`src/rtl/n0prime_hensel.sv`:
```
// Montgomery n0' generator: bit-serial Hensel lifting of the inverse of the odd
// modulus low word, one conditional add per cycle.
module n0prime_hensel #(
  parameter int unsigned NW  = 1024,
  parameter int unsigned W   = 32,
  parameter int unsigned NEG = 1
) (
  input  logic          clk,
  input  logic          rst_n,
  input  logic [NW-1:0] n,
  input  logic          start,
  output logic [W-1:0]  n0prime,
  output logic          busy,
  output logic          done,
  output logic          error
);

  localparam int unsigned IW = $clog2(W);

  typedef enum logic [1:0] {
    S_IDLE,
    S_ITER,
    S_FIN,
    S_ERR
  } state_t;

  state_t        r_state, w_state_nxt;
  logic [W-1:0]  r_nl, w_nl_nxt;
  logic [W-1:0]  r_y, w_y_nxt;
  logic [W-1:0]  r_t, w_t_nxt;
  logic [IW-1:0] r_i, w_i_nxt;
  logic [W-1:0]  r_n0prime, w_n0prime_nxt;
  logic          r_busy, w_busy_nxt;
  logic          r_done, w_done_nxt;
  logic          r_error, w_error_nxt;

  // Only the low word of the modulus matters; the rest is ignored by design.
  logic w_n_unused;
  assign w_n_unused = ^n;

  // State and datapath registers.
  always_ff @(posedge clk or negedge rst_n) begin
    if (!rst_n) begin
      r_state   <= S_IDLE;
      r_nl      <= '0;
      r_y       <= '0;
      r_t       <= '0;
      r_i       <= '0;
      r_n0prime <= '0;
      r_busy    <= 1'b0;
      r_done    <= 1'b0;
      r_error   <= 1'b0;
    end else begin
      r_state   <= w_state_nxt;
      r_nl      <= w_nl_nxt;
      r_y       <= w_y_nxt;
      r_t       <= w_t_nxt;
      r_i       <= w_i_nxt;
      r_n0prime <= w_n0prime_nxt;
      r_busy    <= w_busy_nxt;
      r_done    <= w_done_nxt;
      r_error   <= w_error_nxt;
    end
  end

  // Next-state and datapath update; t tracks nl*y so bit i of t decides y[i].
  always_comb begin
    w_state_nxt   = r_state;
    w_nl_nxt      = r_nl;
    w_y_nxt       = r_y;
    w_t_nxt       = r_t;
    w_i_nxt       = r_i;
    w_n0prime_nxt = r_n0prime;
    w_busy_nxt    = r_busy;
    w_done_nxt    = 1'b0;
    w_error_nxt   = r_error;

    unique case (r_state)
      S_IDLE: begin
        if (start) begin
          w_nl_nxt    = n[W-1:0];
          w_y_nxt     = W'(1);
          w_t_nxt     = n[W-1:0];
          w_i_nxt     = IW'(1);
          w_busy_nxt  = 1'b1;
          w_error_nxt = 1'b0;
          w_state_nxt = n[0] ? S_ITER : S_ERR;
        end
      end
      S_ITER: begin
        if (r_t[r_i]) begin
          w_y_nxt = r_y | (W'(1) << r_i);
          w_t_nxt = r_t + (r_nl << r_i);
        end
        w_i_nxt = r_i + IW'(1);
        if (r_i == IW'(W - 1)) begin
          w_state_nxt = S_FIN;
        end
      end
      S_FIN: begin
        w_n0prime_nxt = (NEG != 0) ? (~r_y + W'(1)) : r_y;
        w_done_nxt    = 1'b1;
        w_busy_nxt    = 1'b0;
        w_state_nxt   = S_IDLE;
      end
      S_ERR: begin
        w_n0prime_nxt = '0;
        w_error_nxt   = 1'b1;
        w_done_nxt    = 1'b1;
        w_busy_nxt    = 1'b0;
        w_state_nxt   = S_IDLE;
      end
      default: begin
        w_state_nxt = S_IDLE;
      end
    endcase
  end

  assign n0prime = r_n0prime;
  assign busy    = r_busy;
  assign done    = r_done;
  assign error   = r_error;

endmodule

```
`config.mk`:
```
export PLATFORM = sky130hd
export DESIGN_NAME = n0prime_hensel
export DESIGN_NICKNAME = d
export VERILOG_FILES = /design/src/rtl/n0prime_hensel.sv
export SDC_FILE = /design/constraint.sdc
export NUM_CORES = 1
export LEC_CHECK = 0
export ABC_AREA = 1
export ABC_CLOCK_PERIOD_IN_PS = 4200
export CORE_AREA = 2 2 418 420
export CTS_CLUSTER_SIZE = 10
export DETAILED_ROUTE_END_ITERATION = 8
export DIE_AREA = 0 0 420 422
export GPL_ROUTABILITY_DRIVEN = 0
export GPL_TIMING_DRIVEN = 0
export PLACE_DENSITY = 0.3
export SETUP_SLACK_MARGIN = 0.3
export SYNTH_ARGS = -nofsm -noshare
export SYNTH_HDL_FRONTEND = slang
export SYNTH_SLANG_ARGS = --single-unit
```
`constraint.sdc`:
```
create_clock -name clk -period 4.2 [get_ports clk]
set_input_delay 0.63 -clock clk [delete_from_list [all_inputs] [get_ports clk]]
set_output_delay 0.63 -clock clk [all_outputs]
set_load 0.02 [all_outputs]
```
# Word level (Yosys, flattened, before mapping)
# Index checks and enable logic that the tools add are counted.
# word_totals
register_bits	138
elab_cells	56
# classes
n_addsub	3
n_lt_le_gt_ge	1
n_eq_ne	7
shifts	2
n_mux	20
n_bitwise	2
reduce_logical	12
# ops
operator	n
$pmux W32 S2	3
$mux W32	4
$add A32 B1 Y32 const B	1
$add A32 B32 Y32	1
$not A32 Y32	1
$or A32 B32 Y32	1
$shl A1 B5 Y32 const A	1
$shl A32 B5 Y32	1
$pmux W5 S2	1
$reduce_and A2 Y1	5
$reduce_bool A2 Y1	4
$lt A5 B6 Y1 const B	1
$mux W2	3
$ne A2 B2 Y1 const B	3
$pmux W2 S3	1
$add A5 B1 Y5 const B	1
$bmux W1 S5	1
$eq A5 B5 Y1 const B	1
$mux W5	1
$eq A2 B2 Y1 const B	2
$mux W1	4
$pmux W1 S2	2
$reduce_and A3 Y1	1
$eq A2 B1 Y1 const B	1
other kinds (2)	2

# Longest topological paths before layout
# depth
ltp_word	4
depth_mapped	28

# Worst setup path before layout
# No wires, ideal clock.
# synth_timing
kind	flip-flop to flip-flop
start	reg r_i[0]
end	reg r_t[17]
setup_time_ps	116
arrival_ps	2873
setup_slack_ps	1211
path_stages_with_launch	23
n_path_buf	4
period_less_slack_ps	2989
cell_sequence	dfrtp_1 -> buf_6 -> buf_4 -> buf_6 -> buf_4 -> nand2_1 -> nand3_1 -> o21ai_0 -> mux2i_1 -> o21ai_0 -> nor2_1 -> ha_1 -> nand2_1 -> nor2_1 -> inv_1 -> nor3_1 -> nand4_1 -> nand3_1 -> nand2_1 -> nand3_1 -> o21ai_0 -> nand2_1 -> nand2_1
# synth_via
elab_chain_cells	4
word_cells_on_any_way	8
# synth_rtl
element	line	source
start: declaration	31	logic [IW-1:0] r_i, w_i_nxt;
start signal: assignment	58	r_i <= w_i_nxt;
$shl A32 B5 Y32 / $bmux W1 S5 (equally long branches)	93, 91	
$add A32 B32 Y32 / $mux W1 (equally long branches)	93, 91	
$mux W32 / $ne A2 B2 Y1 (equally long branches)	-	
$pmux W32 S2 / $reduce_and A3 Y1 (equally long branches)	-	
end signal: assignment	57	r_t <= w_t_nxt;
end: declaration	30	logic [W-1:0] r_t, w_t_nxt;
# Several ways; a longest one is shown, not always the timed one. The select of a mux whose other input is x is not followed.
# A chain may end at the register's enable or synchronous reset.

# Worst setup path in the final report
# layout_timing
start	reg r_i[1]
end	reg r_t[29]
# Same word-level chain as after synthesis.

==> impl_metrics.py <==
metrics = {
    "power_and_ir_drop": {
        "p_clk_share_pct": 9.6,
        "pwr-share-seq_pct": 15.2,
        "p_leak_nw": 5.94,
        "internal_power_mw": 6.76,
        "comb_power_share_pct": 75.1,
        "ir_drop_mv": 0.441,
        "p_per_area_nw_per_um2": 1050,
        "switchingPower_mw": 9.25,
        "switching_share_pct": 57.8,
    },
    "clock_network": {
        "htree_levels": 4,
        "hold_buffers": 0,
        "clockBufferDepth": 2,
        "cts.clk_slew.worst_paths_ns": 0.07,
        "cts_buffers": 17,
        "root_buffer": "clkbuf_16",
        "clk_latency_ns": 0.49,
        "cts_tree": "built",
        "clock-sinks": 138,
    },
    "detailed_routing": {
        "drc": 0,
        "dr.pass1.iters": 5,
        "wirelength_um": 55800,
        "first_iter_violations": 663,
        "vias_per_cell": 2.77,
        "vias": 11140,
        "wire_per_inst_um": 13.9,
        "detail-route-antenna-nets": 0,
    },
    "yosys": {
        "synth_top_cell_area_share_pct": 33.1,
        "async_reset_ff_share_pct": 100,
        "syn_avg_cell_area_um2": 6.57,
        "yosys_most_used_dff": "dfrtp_1",
        "synth_seq_cells": 138,
        "synth_nets": 2656,
        "ys_top_cells_by_area": "dfrtp_1, nand2_1, nand3_1, o21ai_0, nor2_1",
        "synth-edff-count": 0,
        "ys_seq_area_share_pct": 33.1,
        "yosys_warnings": 0,
        "synth_area_um2": 10400,
        "synth.distinct_cells": 45,
        "netlist_instances": 1589,
        "synth_area_leader_cell": "dfrtp_1",
    },
    "timing": {
        "finalCritPeriodShare_pct": 89.9,
        "rsz0062_at_grt": "true",
        "setup_viol": 0,
        "fin_hold_ws_ns": 0.0703,
        "fin_tns_setup_ns": 0,
        "tightest_slew_ns": 1.05,
        "max-slew-margin-rel_pct": 30.2,
        "finalMaxSlewViolations": 0,
        "max_freq_mhz": 265,
        "period_minus_slack_ns": 3.78,
        "clock-skew-final_ns": 0.0168,
        "hold_viol_final": 0,
    },
    "place": {
        "postPlaceCellArea_um2": 14100,
        "io_buffer_count": 69,
        "dp_hpwl_um": 45900,
    },
    "final_layout": {
        "fin_area_um2": 15300,
        "final_common_cell": "nand2_1",
        "drive_above_1_share_pct": 15.2,
        "area_delta_synth_final_pct": 46.4,
        "layout.nets": 2750,
        "most-common-layout-cells": "nand2_1, nand3_1, dfrtp_1",
        "fill_cells": 20334,
        "diodes": 0,
    },
    "run_status": {
        "status": "complete, no violations",
    },
    "setup_path": {
        "critPathRequiredTime_ns": 4.58,
        "critPathKind": "reg -> reg",
        "worstPathArrival_ns": 4.16,
        "cp_max_fo": 10,
        "worstSetupStartpointType": "flop",
        "cp-end-kind": "flop",
    },
    "die": {
        "die_w_um": 420,
        "io_pins": 1062,
        "dieArea_um2": 177000,
        "rows": 153,
        "start_util_pct": 6.04,
        "dieHeight_um": 422,
        "core_um2": 173000,
    },
    "global_routing": {
        "grt_remaining_overflow": 0,
        "grt_max_degree": 93,
        "grt_pass1_vias": 10973,
        "grt_usage_pct": 6.27,
        "grt_pass1_wl_um": 80200,
        "antenna_found_initial": 4,
    },
    "worst_hold_path": {
        "hold_path_class": "in -> async",
    },
    "run": {
        "maxCapViolations": 0,
    },
}
-- what timing repair did --
action                     4_1_cts  5_1_grt
pin swaps                        6       13
setup endpoints to repair       26       25
buffers inserted                 1        4
gates resized for setup         76      119
-- metal layers --
metal,GRT usage [%],wire length [µm]
met4,1.34,762
met3,0.904,1820
met1,8.67,27200
met5,0,13
met2,10.2,26000
-- worst paths after layout --
check / from / end / slack (ns) / cells after the start
max: r_i[1]$_DFFE_PN0P_ / r_t[29]$_DFFE_PN0P_ / 0.42 / 20
min: rst_n / r_t[4]$_DFFE_PN0P_ / 0.07 / 1
max reg2reg: r_i[1]$_DFFE_PN0P_ / r_t[29]$_DFFE_PN0P_ / 0.42 / 20
min reg2reg: n0prime[26]$_DFFE_PN0N_ / n0prime[26]$_DFFE_PN0N_ / 0.48 / 2
max in group asynchronous: rst_n / n0prime[20]$_DFFE_PN0N_ / 3.24 / 2
min in group clk: n0prime[26]$_DFFE_PN0N_ / n0prime[26]$_DFFE_PN0N_ / 0.48 / 2
-- registers in the layout, summed over array words and instances, names as in the netlist --
register  cells
r_i           5
done          1
r_t          32
n0prime      32
busy          1
r_nl         32
r_y          32
error         1
r_state       2
-- cells in the mapped netlist (3+ instances only) --
master      n
nand2_1   512
nand3_1   147
dfrtp_1   138
nor2_1    136
o21ai_0   135
inv_1     127
a21oi_1    73
nor3_1     40
ha_1       39
clkbuf_1   32
a21oi_2    18
nand2_2    18
o211ai_1   18
or2_2      18
buf_2      15
nand4_1    14
o21ai_1    14
buf_6       9
nor4_1      9
buf_1       8
a31oi_1     7
xor2_1      7
buf_4       6
a32o_1      5
xnor2_1     5
inv_2       4
o22ai_1     4
a21o_1      3
nand3b_1    3
-- per-stage QoR --
stage | util, % | power [mW] | setup WS, ns | std cells
detailed placement | 8.14 | 13.1 | -0.348 | 3984
CTS | 8.59 | 15.2 | 0.302 | 4017
finish | 8.85 | 16.0 | 0.422 | 4021
floorplan | - | 9.02 | 1.21 | 1589
global route | 8.85 | 17.4 | 0.248 | 4021
global placement | 8.12 | 13.3 | -4.64 | 3983
-- cell type report --
| type | instances | area (µm²) | area share [%] |
|---|---|---|---|
| well taps | 2325 | 2910 | 19.0 |
| clock inverters | 12 | 115 | 0.753 |
| multi-input cells | 1244 | 6620 | 43.3 |
| clock buffers | 20 | 447 | 2.92 |
| inverters | 134 | 510 | 3.34 |
| flip-flops and latches | 138 | 3460 | 22.6 |
| repair buffers | 75 | 761 | 4.98 |
| plain buffers | 73 | 478 | 3.13 |
-- cells by family (layout without fill, tap and decap cells) --
kind of cell    Yosys count  count (layout)  share of synthesized area, %
simple gates            902             902                          36.4
fa+ha+maj                40              40                          4.86
buf+inv                 207             314                          8.88
flops                   138             138                          33.1
xor+xnor                 12              12                          1.01
mux                       2               2                         0.192
compound gates          288             288                          15.6
-- critical path: stages (launching register included) --
cell     delay [ns]
dfrtp_2        0.48
buf_4          0.24
buf_4          0.24
buf_4          0.24
nand3_1        0.16
a31oi_1        0.25
nand2_1        0.09
o21ai_2        0.13
buf_4          0.16
o21ai_2        0.07
ha_2           0.43
nand2_1        0.13
nor2_1         0.18
nand2_1        0.10
nor2_1         0.13
nor2_1         0.07
buf_4          0.13
nand3_1        0.07
nand3_2        0.14
nand3_2        0.14
nand2_1        0.05
-- power by group through the flow --
stage | Clock, mW | Combinational, mW | Sequential [mW]
floorplan | 0 | 6.62 | 2.40
global placement | 0 | 10.8 | 2.44
detailed placement | 0 | 10.7 | 2.43
CTS | 1.60 | 11.1 | 2.42
global route | 1.65 | 13.2 | 2.51
finish | 1.54 | 12.0 | 2.44
(Power assumes the default switching activity.)
